### src/rtl/road_pos_counter.sv
`default_nettype none
// ============================================================================
// road_pos_counter : step-aligned road position counter with clamp/wrap bounds
// Revision 1.0
// ============================================================================
module road_pos_counter #(
   parameter int WIDTH      = 16,
   parameter int STEP_SHIFT = 1,
   parameter int MIN_POS    = 0,
   parameter int MAX_POS    = 638,
   parameter int FRAME_DIV  = 1,
   parameter int WRAP_MODE  = 0
) (
   input  logic             clk,
   input  logic             reset,
   input  logic             frame,
   input  logic             L,
   input  logic             R,
   input  logic             rollover,
   input  logic [3:0]       speed,
   input  logic [WIDTH-1:0] init_pos,
   input  logic [WIDTH-1:0] reset_pos,
   output logic [WIDTH-1:0] pos,
   output logic             at_min,
   output logic             at_max,
   output logic             edge_hit
);

   localparam int C_EXT   = WIDTH + 2;
   localparam int C_DIV_W = (FRAME_DIV > 1) ? $clog2(FRAME_DIV) : 1;

   localparam logic [C_DIV_W-1:0]      C_DIV_LAST   = C_DIV_W'(FRAME_DIV - 1);
   localparam logic [WIDTH-1:0]        C_MIN        = WIDTH'(MIN_POS);
   localparam logic [WIDTH-1:0]        C_MAX        = WIDTH'(MAX_POS);
   localparam logic [WIDTH-1:0]        C_ALIGN_MASK = ~(WIDTH'((1 << STEP_SHIFT) - 1));
   localparam logic signed [C_EXT-1:0] C_MIN_S      = C_EXT'(MIN_POS);
   localparam logic signed [C_EXT-1:0] C_MAX_S      = C_EXT'(MAX_POS);
   localparam logic signed [C_EXT-1:0] C_SPAN_S     = C_EXT'(MAX_POS - MIN_POS + (1 << STEP_SHIFT));

   logic [WIDTH-1:0]        pos_q, pos_d;
   logic [C_DIV_W-1:0]      div_q, div_d;
   logic                    edge_q, edge_d;
   logic                    w_tick;
   logic                    w_move;
   logic signed [C_EXT-1:0] w_base;
   logic signed [C_EXT-1:0] w_delta;
   logic signed [C_EXT-1:0] w_sum;

   // Loaded values are forced onto the step grid before being bounded.
   function automatic logic [WIDTH-1:0] load_fix(input logic [WIDTH-1:0] v);
      logic [WIDTH-1:0] a;
      a = v & C_ALIGN_MASK;
      if (a < C_MIN)
         load_fix = C_MIN;
      else if (a > C_MAX)
         load_fix = C_MAX;
      else
         load_fix = a;
   endfunction

   always_comb begin
      w_base  = $signed({2'b00, pos_q});
      w_delta = $signed({{(C_EXT-4){1'b0}}, speed}) <<< STEP_SHIFT;
      w_sum   = L ? (w_base - w_delta) : (w_base + w_delta);
      w_tick  = frame && (div_q == C_DIV_LAST);
      w_move  = w_tick && (L ^ R) && (speed != 4'd0);
   end

   always_comb begin
      pos_d  = pos_q;
      div_d  = div_q;
      edge_d = 1'b0;
      if (rollover) begin
         pos_d = load_fix(reset_pos);
         div_d = '0;
      end else if (frame) begin
         div_d = w_tick ? '0 : div_q + 1'b1;
         if (w_move) begin
            if (w_sum > C_MAX_S) begin
               edge_d = 1'b1;
               pos_d  = (WRAP_MODE != 0) ? WIDTH'(w_sum - C_SPAN_S) : C_MAX;
            end else if (w_sum < C_MIN_S) begin
               edge_d = 1'b1;
               pos_d  = (WRAP_MODE != 0) ? WIDTH'(w_sum + C_SPAN_S) : C_MIN;
            end else begin
               pos_d  = WIDTH'(w_sum);
            end
         end
      end
   end

   always_ff @(posedge clk) begin
      if (reset) begin
         pos_q  <= load_fix(init_pos);
         div_q  <= '0;
         edge_q <= 1'b0;
      end else begin
         pos_q  <= pos_d;
         div_q  <= div_d;
         edge_q <= edge_d;
      end
   end

   assign pos      = pos_q;
   assign at_min   = (pos_q == C_MIN);
   assign at_max   = (pos_q == C_MAX);
   assign edge_hit = edge_q;

endmodule
`default_nettype wire
### config.mk
export PLATFORM = sky130hd
export DESIGN_NAME = road_pos_counter
export DESIGN_NICKNAME = d
export VERILOG_FILES = /design/src/rtl/road_pos_counter.sv
export SDC_FILE = /design/constraint.sdc
export NUM_CORES = 1
export LEC_CHECK = 0
export ABC_AREA = 1
export CORE_MARGIN = 2
export CORE_UTILIZATION = 52
export DETAILED_ROUTE_END_ITERATION = 10
export PLACE_DENSITY = 0.87
export SKIP_CTS_REPAIR_TIMING = 1
export SLEW_MARGIN = 15
export SYNTH_ARGS = -nofsm -noshare
export SYNTH_HDL_FRONTEND = slang
export SYNTH_SLANG_ARGS = --single-unit
### constraint.sdc
create_clock -name clk -period 4.2 [get_ports clk]
set_input_delay 0.84 -clock clk [delete_from_list [all_inputs] [get_ports clk]]
set_output_delay 0.84 -clock clk [all_outputs]
set_load 0.02 [all_outputs]
=== After elaboration in Yosys (flattened, before gate mapping) ===
Cells that the tools add are included.

* Word-level logic and storage cells: 41
* Bits of input ports: 42
* Output and inout bits: 19
* Register bits: 18

* $lt $le $gt $ge: 6
* Reduce and logical (&&, ||, !) cells: 10
* Mux-type cells: 14
* $add $sub $neg: 3
* Bitwise gates (word level): 4
* Equal/unequal tests: 1

{| class="wikitable"
|+ Operators by type and width
! cell !! number
|-
| $mux 16 || 10
|-
| $gt 16x10->1 const B || 2
|-
| $lt 16x1->1 const B || 2
|-
| $gt 18x11->1 const B || 1
|-
| $lt 18x1->1 const B || 1
|-
| $mux 18 || 1
|-
| $add 16x5->17 || 1
|-
| $sub 16x5->17 || 1
|-
| $eq 16x10->1 const B || 1
|-
| $logic_not 16->1 || 1
|-
| $reduce_bool 3->1 || 2
|-
| $reduce_bool 4->1 || 1
|-
| $reduce_or 4->1 || 1
|-
| $logic_and 1x1->1 || 3
|-
| $mux 1 || 3
|-
| $not 1->1 || 3
|-
| $reduce_and 2->1 || 1
|-
| $reduce_or 2->1 || 1
|-
| $add 1x1->1 const B || 1
|-
| $xor 1x1->1 || 1
|}

=== Logic depth before layout (Yosys ltp) ===
* Word-level depth: 9
* Depth in mapped cells: 20

=== Least setup slack after synthesis ===
OpenSTA, ideal clock, no wires.

* Path kind: input to register
* From: input port speed[0]
* To: register pos_q[2], in the netlist pos[2], data pin
* Stages: 13
* Library setup time: 0.256 ns
* Data required time: 3.944 ns
* Buffers on the path: 0
* Slack: 1.492 ns
* Arrival: 2.452 ns
* Cell sequence: ha_1 > fa_1 > nor2_4 > nor2_8 > nand2_4 > o21ai_1 > xor2_1 > a21oi_2 > nand2_2 > nand2_4 > nand3_1 > nand2_1 > nand2_1

* Cells in the longest elaborated chain, start to end: 9

{| class="wikitable"
|+ Ends and longest elaborated chain
! what !! line !! text
|-
| start: declaration || 20 || <nowiki>input logic [3:0] speed,</nowiki>
|-
| $add 16x5->17 or $sub 16x5->17 (tied branches) || 64 || <nowiki>w_sum = L ? (w_base - w_delta) : (w_base + w_delta);</nowiki>
|-
| $mux 18 * || 64 ||
|-
| $lt 18x1->1 || 82 || <nowiki>end else if (w_sum < C_MIN_S) begin</nowiki>
|-
| $mux 16 || 82 ||
|-
| $mux 16 * || 79 || <nowiki>if (w_sum > C_MAX_S) begin</nowiki>
|-
| $mux 16 * || 78 || <nowiki>if (w_move) begin</nowiki>
|-
| $mux 16 * || 76 || <nowiki>end else if (frame) begin</nowiki>
|-
| $mux 16 * || 73 || <nowiki>if (rollover) begin</nowiki>
|-
| $mux 16 * || 93 || <nowiki>if (reset) begin</nowiki>
|-
| end signal: assignment || 94 || <nowiki>pos_q <= load_fix(init_pos);</nowiki>
|-
| end signal: assignment || 98 || <nowiki>pos_q <= pos_d;</nowiki>
|-
| end: declaration || 40 || <nowiki>logic [WIDTH-1:0] pos_q, pos_d;</nowiki>
|}

Mark *: on every way between the ends. The rest lies on a longest branch, timed or not. The select of a mux whose other input is x is not followed.
A chain may end at the register's enable or synchronous reset.

=== Worst setup path after layout ===
* From: input port speed[3]
* To: register pos_q[5], in the netlist pos[5], data pin

The elaborated chain is that of the path after synthesis.

==> qor.yml <==
avgRoutedWirePerCell_um: 12.68
ys_warn_count: 0
fill_cells: 337
first_pass_iters: 5
grt_max_degree: 16
yosysTopAreaCellShare: 0.2180
die_area_mm2: 0.004493
first_global_vias: 2199
max_stage_delay_ns: 0.52
io_pins: 61
hold_path_class: "reg2reg"
worst_pin_slew_ns: 0.5708
cts_root_buf: "clkbuf_8"
synthAdderAreaFrac: 0.06784
io_buffers: 57
synthArstFlopShare: 0
drt_iter0_drc: 196
fp.dieH_um: 67.03
crit_top_cell: "nand2_1"
drive_above_1_share: 0.09160
synth_top_family_by_area: "simple AND/OR/NAND/NOR gates"
slew_headroom: 0.6096
crit_family: "simple AND/OR/NAND/NOR gates"
synth_cell_types: 38
syn_inst: 331
finClkSkew_ns: 0.005228
yosys-top-cells-area: "edfxtp_1 22%, nand2_1 20%, nand3_1 10%, inv_1 7.6%, ha_1 4.8%"
finalCritPeriodShare: 0.7785
setup_violations: 0
synth_area_mm2: 0.002066
required_ns: 4.21
nNetsFinal: 446
drc: 0
ir_drop_mv: 0.1726
core_mm2: 0.003744
grt_antenna_before_repair: 0
cp_slowest_cell: "ha_1"
maxCapViolations: 0
cts_made_buffers: 3
drtAntennaViolNets: 0
status: "complete, no violations"
power.leakage_nw: 1.284
synth-edff-count: 15
clkTransAtPathRegs_ns: 0.06
grt_usage: 0.2715
synth_flop_cell: "edfxtp_1"
cp_cell_sequence: "clkdlybuf4s50_1 > inv_1 > ha_1 > inv_2 > a21oi_2 > nand2_2 > nand3_1 > nand2_1 > nand2_1 > nand2_1 > nor2_1 > nand2_1 > nor2_2 > nand2_2 > nand2_4 > nand3_1 > nand2_1 > nand2_1"
tritoncts: "done"
setup_tns_ns: 0
vias: 2366
synth_xor_area_frac: 0.004240
area_delta_synth_final_pct: 32.04
synth_most_common_cell: "nand2_1"
grt_pass1_wl_um: 9459
drv_slew: 0
final_core_util: 0.7286
crit_path_start_kind: "primary input"
powerDensity_mw_per_mm2: 205.9
critPathBufInv: 3
vias_per_cell: 5.365
worstSetupEndpointType: "flip-flop"
clk_path_buf_depth: 2
antenna_cells: 0
synth_seq_cells: 17
rsz0062_at_grt: "no"
r2r_slack_ns: 1.59
ys_seq_area_frac: 0.2374
cts.sinks: 17
die_x_um: 67.03
hpwl_um: 4609
clkLatencyLatePin_ns: 0.26
min_period_ns: 3.269
ys_top_cells_by_count: "111 x nand2_1, 42 x inv_1, 42 x nand3_1"
drt_wl_total_um: 5594
crit_arrival_ns: 3.28
netlist.top_cell.by_area: "edfxtp_1"
worst-path-max-fanout: 8
rows: 22
synthMuxAreaShare: 0
worstSetupPathType: "in2reg"
start_util: 0.5518
fmax_ghz: 0.3059
synth-compound-area-share: 0.07268
htree_levels: 1
hold_viol_final: 0
synthSimpleGateAreaFrac: 0.5039
grt.overflow.total: 0
gp_congestion: 0.9532
syn_avg_cell_area_um2: 6.241
==> cell families after synthesis <==
kind of cell	Yosys count
buffers and inverters	56
and+or+nand+nor	222
adders and majority gates	10
AOI/OAI and AO/OA	24
DFF	17
other	1
xor gates and xnor gates	1
==> cell usage in the layout, fill, tap and decap left out <==
master,count
nand3_1,42
nor2_8,1
nand3_2,1
or2_1,1
nand2_2,6
nor3_1,5
nor4_1,5
o21ai_4,1
clkinv_1,2
nor2_2,5
ha_1,8
inv_1,42
dfxtp_1,2
nand2_4,4
or2_2,3
nand2_1,111
o22ai_1,1
a21oi_1,1
a2111oi_0,1
a21oi_2,2
buf_4,1
nor2_4,2
inv_2,6
edfxtp_1,15
or4_1,1
clkbuf_8,3
o21ai_0,14
o211ai_1,1
clkbuf_1,1
xor2_1,1
or4_4,1
fa_1,2
conb_1,7
o32ai_1,1
nor2_1,26
o21ai_1,2
nand4_1,8
clkdlybuf4s50_1,57
==> worst reg2reg max path, stage by stage, from the launching register on <==
cell,delay (ns)
edfxtp_1,0.45
ha_1,0.56
inv_2,0.08
a21oi_2,0.13
nand2_2,0.11
nand3_1,0.11
nand2_1,0.06
nand2_1,0.06
nand2_1,0.04
nor2_1,0.12
nand2_1,0.11
nor2_2,0.12
nand2_2,0.09
nand2_4,0.09
nand3_1,0.09
nand2_1,0.09
nand2_1,0.05
==> registers in the layout, summed over array words and instances, names as in the netlist <==
register	count
pos	15
edge_hit	1
div_q	1
==> report_power, final <==
part,switching [W],internal (W),leakage (nW)
clock,0.0000548,0.0000674,0.0228
sequential,0.0000199,0.000196,0.162
combinational,0.000126,0.0000973,1.10
total,0.000201,0.000361,1.28
==> final timing paths <==
check	start	to	depth (start not counted)
worst max-delay path	speed[3]	pos[5]	18
worst min-delay path	div_q	div_q	2
worst max register to register	pos[4]	pos[5]	16
worst min register to register	div_q	div_q	2
==> routing by layer <==
layer | vias up | GRT usage | part of all wire
li1 | 1187 | - | -
met1 | 1075 | 0.3365 | 0.42
met2 | 95 | 0.4938 | 0.50
met3 | 9 | 0.02196 | 0.062
met4 | 0 | 0.08163 | 0.016
met5 | - | 0 | 0
==> final cells by class <==
| cell class | count | area [µm²] | area share |
|---|---|---|---|
| Multi-Input combinational cell | 264 | 1366 | 0.5009 |
| Tap cell | 48 | 60.06 | 0.02202 |
| Clock buffer | 4 | 45.04 | 0.01651 |
| Timing Repair Buffer | 58 | 578.1 | 0.2119 |
| Inverter | 50 | 187.7 | 0.06881 |
| Sequential cell | 17 | 490.5 | 0.1798 |
==> metrics by stage <==
step / cell area [µm²] / instances / total power, W / hold WS [ns] / worst slack, ns
floorplan: 2088 / 337 / 0.0003511 / 0.4139 / 1.492
global route: 2728 / 441 / 0.0005944 / 0.4710 / 0.6531
detailed placement: 2683 / 437 / 0.0004404 / 0.4527 / 0.6582
finish: 2728 / 441 / 0.0005617 / 0.4570 / 0.9305
CTS: 2728 / 441 / 0.0005590 / 0.4619 / 0.9258
global placement: 2683 / 437 / 0.0004343 / 0.4237 / 0.7523
No activity file was read; power rests on OpenSTA's default activity.
